===== config.mk =====
export PLATFORM = sky130hd
export DESIGN_NAME = video_render_multi
export DESIGN_NICKNAME = d
export VERILOG_FILES = /design/src/rtl/video_render_multi.sv
export SDC_FILE = /design/constraint.sdc
export NUM_CORES = 1
export LEC_CHECK = 0
export ABC_CLOCK_PERIOD_IN_PS = 4100
export CORE_AREA = 5 5 101 103
export CTS_BUF_LIST = sky130_fd_sc_hd__clkbuf_16
export CTS_CLUSTER_DIAMETER = 40
export DETAILED_ROUTE_END_ITERATION = 16
export DIE_AREA = 0 0 106 108
export PLACE_DENSITY = 0.78
export SYNTH_ARGS = -nofsm -noshare
export SYNTH_HDL_FRONTEND = slang
export SYNTH_SLANG_ARGS = --single-unit
export TNS_END_PERCENT = 10

===== constraint.sdc =====
create_clock -name clk -period 4.1 [get_ports clk]
set_input_delay 0.82 -clock clk [delete_from_list [all_inputs] [get_ports clk]]
set_output_delay 0.82 -clock clk [all_outputs]
set_load 0.05 [all_outputs]

===== src/rtl/video_render_multi.sv =====
// video_render_multi: 64-bit fetch word to 4-bit pixel renderer (ZX/hicolor/16c).
// Optional border/blank inputs enabled by defining VIDEO_RENDER_BORDER_EN.
module video_render_multi #(
    parameter int FLASH_BITS = 5,
    parameter int OUT_REG    = 1
) (
    input  logic        clk,
    input  logic        rst_n,
    input  logic [63:0] pic_bits,
    input  logic        fetch_sync,
    input  logic        cend,
    input  logic        int_start,
    input  logic [1:0]  mode,
`ifdef VIDEO_RENDER_BORDER_EN
    input  logic        blank,
    input  logic [2:0]  border,
`endif
    output logic [3:0]  pixels
);

    logic [63:0]           r_shadow;
    logic [1:0]            r_mode;
    logic [3:0]            r_pixnum;
    logic [FLASH_BITS-1:0] r_flash_ctr;
    logic                  r_flash;
    logic [FLASH_BITS-1:0] w_ctr_inc;
    logic                  w_flash_nxt;
    logic [7:0]            w_pixbyte;
    logic [7:0]            w_attr;
    logic [7:0]            w_cbyte;
    logic                  w_bit;
    logic [3:0]            w_pix;
    logic [3:0]            w_render;

    assign w_ctr_inc   = r_flash_ctr + 1'b1;
    assign w_flash_nxt = int_start ? w_ctr_inc[FLASH_BITS-1]
                                   : r_flash_ctr[FLASH_BITS-1];

    // Group latch and pixel counter, advanced only on the pixel strobe
    always_ff @(posedge clk or negedge rst_n) begin
        if (!rst_n) begin
            r_shadow <= '0;
            r_mode   <= 2'b00;
            r_pixnum <= 4'd0;
            r_flash  <= 1'b0;
        end else if (cend) begin
            r_flash <= w_flash_nxt;
            if (fetch_sync) begin
                r_shadow <= pic_bits;
                r_mode   <= mode;
                r_pixnum <= 4'd0;
            end else begin
                r_pixnum <= r_pixnum + 4'd1;
            end
        end
    end

    // Frame counter driving the flash phase
    always_ff @(posedge clk or negedge rst_n) begin
        if (!rst_n) begin
            r_flash_ctr <= '0;
        end else if (int_start) begin
            r_flash_ctr <= w_ctr_inc;
        end
    end

    // Pixel decode from the shadow word for the current pixel number
    always_comb begin
        w_pixbyte = r_pixnum[3] ? r_shadow[15:8]  : r_shadow[7:0];
        w_attr    = r_pixnum[3] ? r_shadow[31:24] : r_shadow[23:16];
        w_cbyte   = r_shadow[8*r_pixnum[3:1] +: 8];
        w_bit     = w_pixbyte[~r_pixnum[2:0]] ^ (r_flash & w_attr[7]);
        case (r_mode)
            2'b10: begin
                w_pix = r_pixnum[0]
                      ? {w_cbyte[7], w_cbyte[5:3]}
                      : {w_cbyte[6], w_cbyte[2:0]};
            end
            default: begin
                w_pix = w_bit
                      ? {w_attr[6], w_attr[2:0]}
                      : {w_attr[6], w_attr[5:3]};
            end
        endcase
    end

`ifdef VIDEO_RENDER_BORDER_EN
    logic       r_blank;
    logic [2:0] r_border;

    // Blank/border sampled per pixel so they share the pixel latency
    always_ff @(posedge clk or negedge rst_n) begin
        if (!rst_n) begin
            r_blank  <= 1'b0;
            r_border <= 3'd0;
        end else if (cend) begin
            r_blank  <= blank;
            r_border <= border;
        end
    end

    assign w_render = r_blank ? {1'b0, r_border} : w_pix;
`else
    assign w_render = w_pix;
`endif

    generate
        if (OUT_REG != 0) begin : g_oreg
            logic       r_cend_d;
            logic [3:0] r_pixels;

            // Output register loads one clock after each pixel strobe
            always_ff @(posedge clk or negedge rst_n) begin
                if (!rst_n) begin
                    r_cend_d <= 1'b0;
                    r_pixels <= 4'h0;
                end else begin
                    r_cend_d <= cend;
                    if (r_cend_d) begin
                        r_pixels <= w_render;
                    end
                end
            end

            assign pixels = r_pixels;
        end else begin : g_comb
            assign pixels = w_render;
        end
    endgenerate

endmodule


==> summary.md <==
| Metric | Value |
|---|---|
| Status | finished, final reports clean |
| Pre-antenna DRT Iters | 4 |
| Core footprint | 9110 um2 |
| DRC Markers | 0 |
| PD cells | 519 nW/um2 |
| Worst path cell trace | clkinv_1 > nand2_1 > nand2_1 > mux4_2 > mux2_4 |
| Rel. slew slack | 0.281 |
| Final Cycle Share | 0.644 |
| Most frequent cells in the layout | dfrtp_1, clkdlybuf4s50_1, mux2_2, mux4_2, nand2_1 |
| Die X-Extent | 106 um |
| I/O Pins | 75 |
| Crit path max-delay cell type | dfrtp_1 |
| CTS resizes | 0 |
| Ys Warns | 0 |
| Ant. Diodes | 0 |
| Final Hold Vio Count | 0 |
| F_max | 379 MHz |
| Number of global-route vias before repair | 2753 |
| Post-CTS setup buffer count | 0 |
| Crit path DAT | 2.85 ns |
| Final Cell Area | 5140 um2 |
| # fillers | 748 |
| CP required | 4.31 ns |
| Slew Viols, Final | 0 |
| Ys async rst share | 1.00 |
| Fin crit period | 2.64 ns |
| Synth cell types | 42 |
| Final setup vio count | 0 |
| Core Util, Final | 0.565 |
| Top_reg_cell synth | dfrtp_1 |
| Worst setup SP type | flop |
| Peak VDD IR | 240 uV |
| H-tree level count | 3 |
| Routed WL per cell | 18.2 um |
| Critical setup path kind | reg -> reg |
| Vias | 2618 |
| Synth Register Bits | 81 |
| Cts hold-fix bufs | 0 |
| Commonest non-fill, non-tap cell in the layout | dfrtp_1 |
| Die Ht | 108 um |
| Setup TNS | 0 ns |
| Crit-path max FO | 27 |
| Design Power | 0.00267 W |
| Clock Pin Slew Worst Setup and Hold Paths | 0.06 ns |
| CTS Buf Count | 9 |
| Tot GR Track Use | 0.155 |
| Die footprint | 11400 um2 |
| CP max stage delay | 1.05 ns |
| Root buf cell | clkbuf_16 |
| Synth Instances | 284 |
| MaxCap Viol Count | 0 |
| Multi-input gate area | 1890 um2 |
| Starting Density | 0.445 |
| Routed WL | 8520 um |
| Max Root-Sink Buffers | 2 |
| CP endpoint kind | flop |
| Routability Congestion | 0.781 |
| DRC violation total after the first TritonRoute iteration | 86 |
| Sequential element share of the synthesized area | 0.500 |
| Hold WC Path Type | reg -> reg |
| Initial antenna violation count | 0 |
| Clk_lat worst skew | 0.33 ns |
| Worst hold margin | 0.488 ns |
| Port Buf Inserts | 74 |
| Overflow after GRT | 0 |
| Reg area | 2030 um2 |
| Rows | 35 |
| Mean Syn Cell Area | 14.3 um2 |
| CTS tree | done |
| Final clock skew | 0.00603 ns |
| Largest net degree at the start of global routing | 82 |
| Area Growth Syn to Fin | 26.9% |
| Antenna-violating nets left | 0 |
| Crit path top cell by count | nand2_1 |
| Sink Count | 81 |
| Worst-Margin Slew | 1.08 ns |
| Detailed Place HPWL | 6060 um |
| Netlist Area Pre-Place | 4050 um2 |
| Share of layout cells above drive strength 1 | 0.297 |
| Vias per cell | 5.59 |
| Syn Nets | 357 |
| Leakage Power | 2.08 nW |
| Nets | 426 |
| First-pass GRT wire length | 13800 um |
| RSZ-0062 raised after global routing | no |
| Placed inst area | 4840 um2 |
| EDFF count, synth | 0 |
flip-flops by register name, indices dropped and copies added (netlist names):
name,cells
r_mode,2
r_shadow,64
g_oreg.r_cend_d,1
r_flash,1
pixels,4
r_flash_ctr,5
r_pixnum,4
synthesized netlist by cell type, drive strengths merged, types with 2 or more instances:
cell type / number / share of area
o22ai: 2 / 0.0031
clkinv: 2 / 0.0019
buf: 9 / 0.020
o31ai: 2 / 0.0037
o211a: 2 / 0.0049
inv: 4 / 0.0037
nor2: 2 / 0.0019
nand2: 14 / 0.013
a22oi: 2 / 0.0037
ha: 2 / 0.0062
nand3: 6 / 0.0074
mux2i: 12 / 0.030
a31o: 2 / 0.0043
mux4: 20 / 0.11
nand4: 2 / 0.0031
dfrtp: 81 / 0.50
a21oi: 3 / 0.0037
mux2: 76 / 0.21
clkbuf: 9 / 0.0083
nor2b: 4 / 0.0062
o21ai: 9 / 0.011
nor3: 2 / 0.0025
xnor2: 5 / 0.011
worst paths after layout:
kind | cells after the start | slack (ns) | endpoint | start
min in group asynchronous | 1 | 0.65 | r_shadow[13] | rst_n
worst min register to register | 1 | 0.49 | r_flash_ctr[4] | r_flash_ctr[4]
worst min-delay path | 1 | 0.49 | r_flash_ctr[4] | r_flash_ctr[4]
worst max register to register | 5 | 1.46 | pixels[3] | r_pixnum[2]
worst max-delay path | 5 | 1.46 | pixels[3] | r_pixnum[2]
max in group asynchronous | 1 | 2.79 | r_shadow[55] | rst_n
cells by family (layout without fill, tap and decap cells):
logic type      count (synthesis)  in the layout  synth area share
flops                          81             81             0.500
fa+ha+maj                       2              2           0.00617
buf+inv                        24             97            0.0343
xor+xnor                        6              6            0.0130
compound gates                 26             26            0.0438
simple gates                   37             37            0.0463
mux                           108            108             0.356
cell type report:
type	count	share of cell area
multi-input cells	179	0.367
clock buffers	9	0.0438
well taps	111	0.0270
inverters	6	0.00438
repair buffers	76	0.149
clock inverters	6	0.0146
flip-flops and latches	81	0.394
routing by layer:
layer	vias to the layer above	track usage	routed length, um
li1	1201	-	-
met1	1348	0.214	3920
met2	57	0.242	4170
met3	12	0.0299	305
met4	0	0.0648	126
met5	-	0	0
worst max-delay path, delay by kind of cell, from the launching register on:
kind          cells  cell delay [ns]
flops             1             1.05
simple gates      2             0.23
mux               2             0.72
buf+inv           1             0.52
report_power, final:
part           switching [W]  internal, W  leakage [nW]  total [W]
clock network       0.000289     0.000521         0.149   0.000809
logic               0.000325     0.000429         0.974   0.000754
registers           0.000153     0.000952         0.955    0.00110
total               0.000766      0.00190          2.08    0.00267
stage by stage:
| stage | std cells | setup WS, ns |
|---|---|---|
| floorplan | 284 | 1.85 |
| global placement | 453 | 1.36 |
| detailed placement | 453 | 1.29 |
| CTS | 468 | 1.50 |
| global route | 468 | 1.34 |
| finish | 468 | 1.46 |
Power figures use the tool's default switching activity.
==> RTL change: new RTL, same settings <==
Put a register stage on the output `pixels`, with the module's reset. The value now appears one clock later.
--- a/src/rtl/video_render_multi.sv
+++ b/src/rtl/video_render_multi.sv
@@ -18,4 +18,6 @@
     output logic [3:0]  pixels
 );
+
+    logic [3:0] pixels_d;
 
     logic [63:0]           r_shadow;
@@ -123,10 +125,18 @@
             end
 
-            assign pixels = r_pixels;
+            assign pixels_d = r_pixels;
         end else begin : g_comb
-            assign pixels = w_render;
+            assign pixels_d = w_render;
         end
     endgenerate
 
+    always_ff @(posedge clk or negedge rst_n) begin
+        if (!rst_n) begin
+            pixels <= '0;
+        end else begin
+            pixels <= pixels_d;
+        end
+    end
+
 endmodule
 
Formal check against the unedited RTL: not equivalent (a bounded check fails within 4 cycles, from zero or initial values and one cycle with rst_n low).
==> RTL change against the unedited design <==
  * Cell count fell by 4.1%
  * Non-clock buffer count is the same
  * Combinational power fell by 6.6%
  * Sequential cell count up 4
  * Worst setup slack better by 0.0032 ns
  * Total power down 3.9%
  * Area after synthesis fell by 0.65%
  * Routed wire length decreased by 4.3%
  * Clock power shrank 13%
  * Die area unchanged
  * Via count is 6.5% lower
  * Final area down 0.51%
==> RTL change: results (changes against the unedited design) <==
[status]
status = finished clean  ; unchanged

[global_routing]
globalRouteMet2Util = 0.2368  ; was 0.2423
pin_count_of_the_biggest_net_entering_global_routing = 86  ; was 82
grt.met1_usage = 0.2125  ; was 0.2142
grt.overflow.total = 0  ; unchanged
first_global_vias = 2706  ; was 2753
first_pass_grt_wire_length_um = 13720  ; was 13840 um
use_met3 = 0.04418  ; was 0.02985

[layout]
final_layout_size_suffix_gt1_frac = 0.1686  ; was 0.2969
layout_net_count = 407  ; was 426

[place]
placed_cells = 434  ; was 453
gpl.final_weighted_congestion = 0.7978  ; was 0.7809
placed_wire_length_estimate_um = 5781  ; was 6065 um

[yosys]
ys_seq_area_frac = 0.5281  ; was 0.5000
synth_top_cells_by_area = dfrtp_1, mux2_1, mux4_2, mux2_2, mux2i_1  ; was dfrtp_1, mux2_2, mux4_2, mux2i_1, mux4_1
post_synth_inst_count = 262  ; was 284
synthDistinctLibCells = 33  ; was 42
synth.top_cells.by_count = dfrtp_1, mux2_1, mux4_2  ; was dfrtp_1, mux2_2, mux4_2
post_synth_net_total = 335  ; was 357

[detailed_routing]
num_vias = 2447  ; was 2618
via_per_inst = 5.450  ; was 5.594
detail_route.wirelength_um = 8156  ; was 8520 um
dr.first_iter.drc_count = 120  ; was 86

[worst_setup_path]
critical_path_arrival_ns = 2.90  ; was 2.85 ns

[pwr]
ir_drop_uv = 244.2  ; was 239.5 uV
static-leakage-power_nw = 2.057  ; was 2.079 nW

[sta]
slew_headroom = 0.2943  ; was 0.2812
hold_viol_final = 0  ; unchanged

## RTL change: cell count changes after synthesis, sizes merged, moves of 3 or more
cell   delta
nor2      +3
nand3     -3
dfrtp     +4
nand2     -8
mux2      -4
mux4      +5
nor2b     -4
o21ai     -6
## RTL change: logic make-up (layout without fill, tap and decap cells)
kind of cell,Yosys count,in the layout,synth area share
muxes,108,108,0.3712
AOI/OAI and AO/OA,17,17,0.02609
DFF,85,85,0.5281
and+or+nand+nor,24,24,0.03045
xor gates and xnor gates,6,6,0.01491
adders and majority gates,2,2,0.006212
buffers and inverters,20,96,0.02299
## RTL change: cell type report
class,instances,share of cell area
clock buffer,9,0.04400
sequential,85,0.4155
clock inverter,6,0.006355
tap,111,0.02713
multi-input combinational,157,0.3537
inverter,5,0.003667
timing repair buffer,76,0.1496
## RTL change: path summary, 6_finish.rpt
check,from,end,slack [ns],depth (start not counted)
worst max-delay path,r_pixnum[3]$_DFFE_PN0P_,g_oreg.r_pixels[0]$_DFFE_PN0P_,1.46,5
worst min-delay path,g_oreg.r_pixels[3]$_DFFE_PN0P_,pixels[3]$_DFF_PN0_,0.38,0
worst max register to register,r_pixnum[3]$_DFFE_PN0P_,g_oreg.r_pixels[0]$_DFFE_PN0P_,1.46,5
worst min register to register,g_oreg.r_pixels[3]$_DFFE_PN0P_,pixels[3]$_DFF_PN0_,0.38,0
max in group asynchronous,rst_n,r_shadow[16]$_DFFE_PN0P_,2.73,1
min in group asynchronous,rst_n,r_flash_ctr[3]$_DFFE_PN0P_,0.67,1
## RTL change: stage by stage
stage / cell area, sq um / worst slack [ns]
2_1_floorplan: 4028 / 1.820
3_3_place_gp: 4861 / 1.613
3_5_place_dp: 4861 / 1.515
4_1_cts: 5119 / 1.465
5_1_grt: 5119 / 1.343
6_report: 5119 / 1.464
## RTL change: critical path: stages (launching register included)
cell and delay (ns):
dfrtp_1 0.78, mux4_1 0.68, mux4_2 0.51, xnor2_2 0.21
mux2i_1 0.25, a21o_1 0.15
## RTL change: power by group through the flow
stage                     clock network [mW]  logic, mW  registers [mW]
after floorplan                            0      0.500            1.15
after CTS                              0.727      0.712            1.16
after detailed placement                   0      0.707            1.17
after global placement                     0      0.691            1.16
final                                  0.706      0.704            1.15
after global routing                   0.762      0.763            1.18
## RTL change: metal layers
| layer | up-vias | part of all wire | wire length, um |
|---|---|---|---|
| met5 | - | 0 | 0 |
| met4 | 0 | 0.013 | 109 |
| met3 | 10 | 0.056 | 454 |
| met2 | 71 | 0.47 | 3824 |
| met1 | 1243 | 0.46 | 3766 |
| li1 | 1123 | - | - |
